**src/rtl/sw_input_port.sv**
```systemverilog
// Switch-bank input port: synchronises and debounces the load strobe, captures the
// data byte once per debounced press and offers it through a valid/read handshake.
module sw_input_port #(
    parameter int DATA_W     = 8,
    parameter int DEB_CYCLES = 1000,
    parameter int CNT_W      = 10
) (
    input  logic              clk,
    input  logic              rst,
    input  logic [DATA_W-1:0] sw_data,
    input  logic              sw_strobe,
    input  logic              rd_en,
    input  logic              clr_ovr,
    output logic [DATA_W-1:0] data_out,
    output logic              data_valid,
    output logic              overrun,
    output logic              strobe_deb
);

    localparam logic [CNT_W-1:0] LP_CNT_MAX = CNT_W'(DEB_CYCLES - 1);

    typedef enum logic {
        ST_IDLE    = 1'b0,
        ST_PRESSED = 1'b1
    } state_t;

    logic              r_strobe_s1;
    logic              r_strobe_s2;
    logic [DATA_W-1:0] r_data_s1;
    logic [DATA_W-1:0] r_data_s2;
    logic [CNT_W-1:0]  r_cnt;
    logic              r_strobe_deb;
    state_t            r_state;
    logic [DATA_W-1:0] r_data_out;
    logic              r_data_valid;
    logic              r_overrun;

    logic w_differs;
    logic w_cnt_done;
    logic w_deb_rise;
    logic w_deb_fall;

    // Two-flop synchronisers for the asynchronous switch inputs
    always_ff @(posedge clk or posedge rst) begin
        if (rst) begin
            r_strobe_s1 <= 1'b0;
            r_strobe_s2 <= 1'b0;
            r_data_s1   <= '0;
            r_data_s2   <= '0;
        end else begin
            r_strobe_s1 <= sw_strobe;
            r_strobe_s2 <= r_strobe_s1;
            r_data_s1   <= sw_data;
            r_data_s2   <= r_data_s1;
        end
    end

    assign w_differs  = (r_strobe_s2 != r_strobe_deb);
    assign w_cnt_done = (r_cnt == LP_CNT_MAX);
    assign w_deb_rise = w_differs & w_cnt_done & r_strobe_s2;
    assign w_deb_fall = w_differs & w_cnt_done & ~r_strobe_s2;

    // Debounce: the level must differ for DEB_CYCLES consecutive cycles to flip
    always_ff @(posedge clk or posedge rst) begin
        if (rst) begin
            r_cnt        <= '0;
            r_strobe_deb <= 1'b0;
        end else if (!w_differs) begin
            r_cnt <= '0;
        end else if (w_cnt_done) begin
            r_strobe_deb <= r_strobe_s2;
            r_cnt        <= '0;
        end else begin
            r_cnt <= r_cnt + 1'b1;
        end
    end

    // Press FSM; capture happens on the same edge the debounced strobe rises
    always_ff @(posedge clk or posedge rst) begin
        if (rst) begin
            r_state      <= ST_IDLE;
            r_data_out   <= '0;
            r_data_valid <= 1'b0;
            r_overrun    <= 1'b0;
        end else begin
            case (r_state)
                ST_IDLE: begin
                    if (w_deb_rise) begin
                        r_state      <= ST_PRESSED;
                        r_data_out   <= r_data_s2;
                        r_data_valid <= 1'b1;
                        // Overrun set takes priority over a simultaneous clear
                        if (r_data_valid && !rd_en) begin
                            r_overrun <= 1'b1;
                        end else if (clr_ovr) begin
                            r_overrun <= 1'b0;
                        end
                    end else begin
                        if (rd_en) begin
                            r_data_valid <= 1'b0;
                        end
                        if (clr_ovr) begin
                            r_overrun <= 1'b0;
                        end
                    end
                end
                ST_PRESSED: begin
                    if (w_deb_fall) begin
                        r_state <= ST_IDLE;
                    end
                    if (rd_en) begin
                        r_data_valid <= 1'b0;
                    end
                    if (clr_ovr) begin
                        r_overrun <= 1'b0;
                    end
                end
                default: r_state <= ST_IDLE;
            endcase
        end
    end

    assign data_out   = r_data_out;
    assign data_valid = r_data_valid;
    assign overrun    = r_overrun;
    assign strobe_deb = r_strobe_deb;

endmodule

```
**config.mk**
```make
export PLATFORM = sky130hd
export DESIGN_NAME = sw_input_port
export DESIGN_NICKNAME = d
export VERILOG_FILES = /design/src/rtl/sw_input_port.sv
export SDC_FILE = /design/constraint.sdc
export NUM_CORES = 1
export LEC_CHECK = 0
export CORE_MARGIN = 3
export CORE_UTILIZATION = 54
export DETAILED_ROUTE_END_ITERATION = 8
export GPL_TIMING_DRIVEN = 0
export PLACE_DENSITY = 0.81
export SLEW_MARGIN = 20
export SYNTH_ARGS = -nofsm -noshare
export SYNTH_HDL_FRONTEND = slang
export SYNTH_SLANG_ARGS = --single-unit
```
**constraint.sdc**
```tcl
create_clock -name clk -period 2.7 [get_ports clk]
set_input_delay 0.54 -clock clk [delete_from_list [all_inputs] [get_ports clk]]
set_output_delay 0.54 -clock clk [all_outputs]
set_load 0.03 [all_outputs]
```
==> impl_metrics.yaml <==
floorplan:
  io_pins: 24
  die_y_um: 56.37
  rows: 17
  chipWidth_um: 56.37
  core_area_sq_um: 2318
  floorplan.initialDensity_pct: 59.09
  dieArea_sq_um: 3178
logic_synthesis:
  ys.warnings.count: 0
  synth_largest_area_cell: "dfrtp_1"
  synth_nets: 108
  yosysTopAreaCellShare_pct: 71.23
  ys_top_cells_by_area: "dfrtp_1 (71%), mux2_2 (6.6%), xnor2_1 (3.2%)"
  synth-main-ff-cell: "dfrtp_1"
  synth_most_common_cell: "dfrtp_1"
  yosys-top-cells-count: "dfrtp_1 (39), nor2_1 (11), mux2_2 (8), inv_1 (6), xnor2_1 (5)"
  synth_edf_count: 0
  ys_async_sr_fraction_pct: 100.0
  syn-cell-area_sq_um: 1370
  synth-seq-area-share_pct: 71.23
  synth_cells: 94
  ys_ff_latch: 39
  post_synth.cell_area_avg_sq_um: 14.58
  yosysUniqueCellTypes: 24
final_layout:
  multi_input_area_sq_um: 371.6
  antenna_cells: 0
  postLayoutCoreUtil_pct: 72.96
  drive_gt1_share_pct: 16.94
  n_fill_cell: 154
  register_area_sq_um: 975.9
  area_growth_pct: 23.47
  fin_cells: 152
  finalNetCount: 138
placement:
  gp_congestion: 0.8038
  pre_cts_slack_ns: 0.7292
  dp.final_hpwl_um: 1581
  place_inst: 145
  port_buffers: 23
pwr:
  p_clk_share_pct: 30.5
  seq_power_share_pct: 65.1
  sw_frac_of_total_pct: 20.62
  power.internal_uw: 741.6
  p_switching_uw: 192.7
  power.leakage_uw: 0.0007717
  ir_worst_vdd_uv: 446.8
  pwr-share-comb_pct: 4.4
  power_uw: 934.3
  power.density_nw_per_um2: 552.3
setup_path:
  slowest_delay_ns: 0.71
  crit_path_top_delay_cell: "clkdlybuf4s50_1"
  critical-path-top-delay-family: "buffers and inverters"
  crit_start: "strobe_deb"
  r2r_start: "r_cnt[0]"
  worstPathRequired_ns: 2.16
  arrival_ns: 1.52
  cp_max_fo: 4
  critPathKind: "reg2out"
  crit_buf_inv: 1
  path_cells: "clkdlybuf4s50_1"
  start_kind: "flop"
  end_kind: "primary output"
grt:
  grt_max_degree: 40
  grt.overflow.total: 0
  grt_pass1_vias: 890
  antenna_found_initial: 0
  grt_use_total_pct: 16.63
  grt_pass1_wl_um: 3870
timing:
  fmax_mhz: 486.0
  fin_worst_skew_ns: 0.007498
  final_hold_viol_count: 0
  fin_ws_ns: 0.6425
  drv_slew: 0
  min_period_ns: 2.057
  worst_slew_pin_slew_ns: 0.7512
  rsz0062_at_grt: "false"
  setup_violations: 0
  timing.final.crit_share_pct: 76.20
  relSlewSlack_pct: 49.85
  setup_tns_ns: 0
clock_tree:
  root_buffer: "clkbuf_4"
  cts_resized: 0
  cts_tree: "done"
  clkSinkCount: 39
  numCtsBuffers: 5
  clkTransAtPathRegs_ns: 0.10
  cts_htree_levels: 2
  post_cts_buffers: 0
  clk_latency_ns: 0.33
  cts_hold_buf: 0
  clock_path_buffers: 2
drt:
  drc_errors: 0
  vias: 819
  drtIter0Drc: 22
  viasPerCell: 5.388
  wl_per_cell_um: 14.64
  antenna_left: 0
  drt_wl_total_um: 2226
  drtPass1Iterations: 4
run_status:
  run_status: "complete, no violations"
flow_run:
  maxCapViolations: 0
hold_path:
  holdCritPathClass: "reg2reg"
  hp-start: "r_data_s1[3]"
layer usage:
layer / wire (um) / track usage [%] / vias to the layer above
met5: 0 / 0 / -
met2: 1123 / 27.38 / 38
met3: 163 / 7.356 / 6
li1: - / - / 377
met4: 48 / 7.797 / 0
met1: 891 / 18.41 / 398
through the flow:
stage	area, sq um	hold WS [ns]
after CTS	1692	0.3593
after global routing	1692	0.3732
final	1692	0.3574
after detailed placement	1635	0.3347
after floorplan	1370	0.3312
after global placement	1635	0.3321
cells by family after synthesis:
kind of cell	synth area share, %
DFF	71.23
and+or+nand+nor	11.51
muxes	6.576
AOI/OAI and AO/OA	3.653
xor gates and xnor gates	4.475
buffers and inverters	1.644
adders and majority gates	0.9131
layout by cell type, fill, tap and decap left out, drive strengths merged:
| cell type | synthesis | routed |
|---|---|---|
| dfrtp | 39 | 39 |
| clkdlybuf4s50 | 0 | 23 |
| nor2 | 12 | 12 |
| mux2 | 8 | 8 |
| inv | 6 | 6 |
| clkbuf | 0 | 6 |
| xnor2 | 5 | 5 |
| nand3 | 4 | 4 |
| nand4 | 3 | 3 |
| nand2 | 2 | 2 |
| xor2 | 2 | 2 |
| nor4 | 1 | 1 |
| a21oi | 1 | 1 |
| nor3 | 1 | 1 |
| and3 | 1 | 1 |
| and4 | 1 | 1 |
| o21bai | 1 | 1 |
| or3 | 1 | 1 |
| a31oi | 1 | 1 |
| a32o | 1 | 1 |
| a21o | 1 | 1 |
| o21ai | 1 | 1 |
| o31ai | 1 | 1 |
| ha | 1 | 1 |
| clkinv | 0 | 1 |
power groups by stage:
stage / Clock (uW) / Combinational [uW] / Sequential (uW)
2_1_floorplan: 0 / 19.6 / 617
3_3_place_gp: 0 / 40.3 / 618
3_5_place_dp: 0 / 42.7 / 620
4_1_cts: 300 / 42.8 / 609
5_1_grt: 324 / 46.7 / 611
6_report: 285 / 41.6 / 608
area by class of cell:
class                      instances  share of cell area (%)
inverter                           6                   1.331
tap                               28                   2.071
timing repair buffer              23                   13.61
clock inverter                     1                  0.2959
multi-input combinational         49                   21.97
sequential                        39                   57.69
clock buffer                       6                   3.033
worst paths after layout:
check                               endpoint  slack [ns]  cells past startpoint
min in group asynchronous       r_data_s2[1]        0.65                      2
worst min-delay path            r_data_s2[3]        0.36                      0
worst min register to register  r_data_s2[3]        0.36                      0
worst max register to register   data_out[2]        0.71                      4
max in group asynchronous           r_cnt[3]        1.57                      2
worst max-delay path              strobe_deb        0.64                      1
sequential cells by signal, summed over array words and instances (netlist names):
signal	count
data_out	8
data_valid	1
overrun	1
r_cnt	10
r_data_s1	8
r_data_s2	8
r_strobe_s1	1
r_strobe_s2	1
strobe_deb	1
Power figures use the tool's default switching activity.
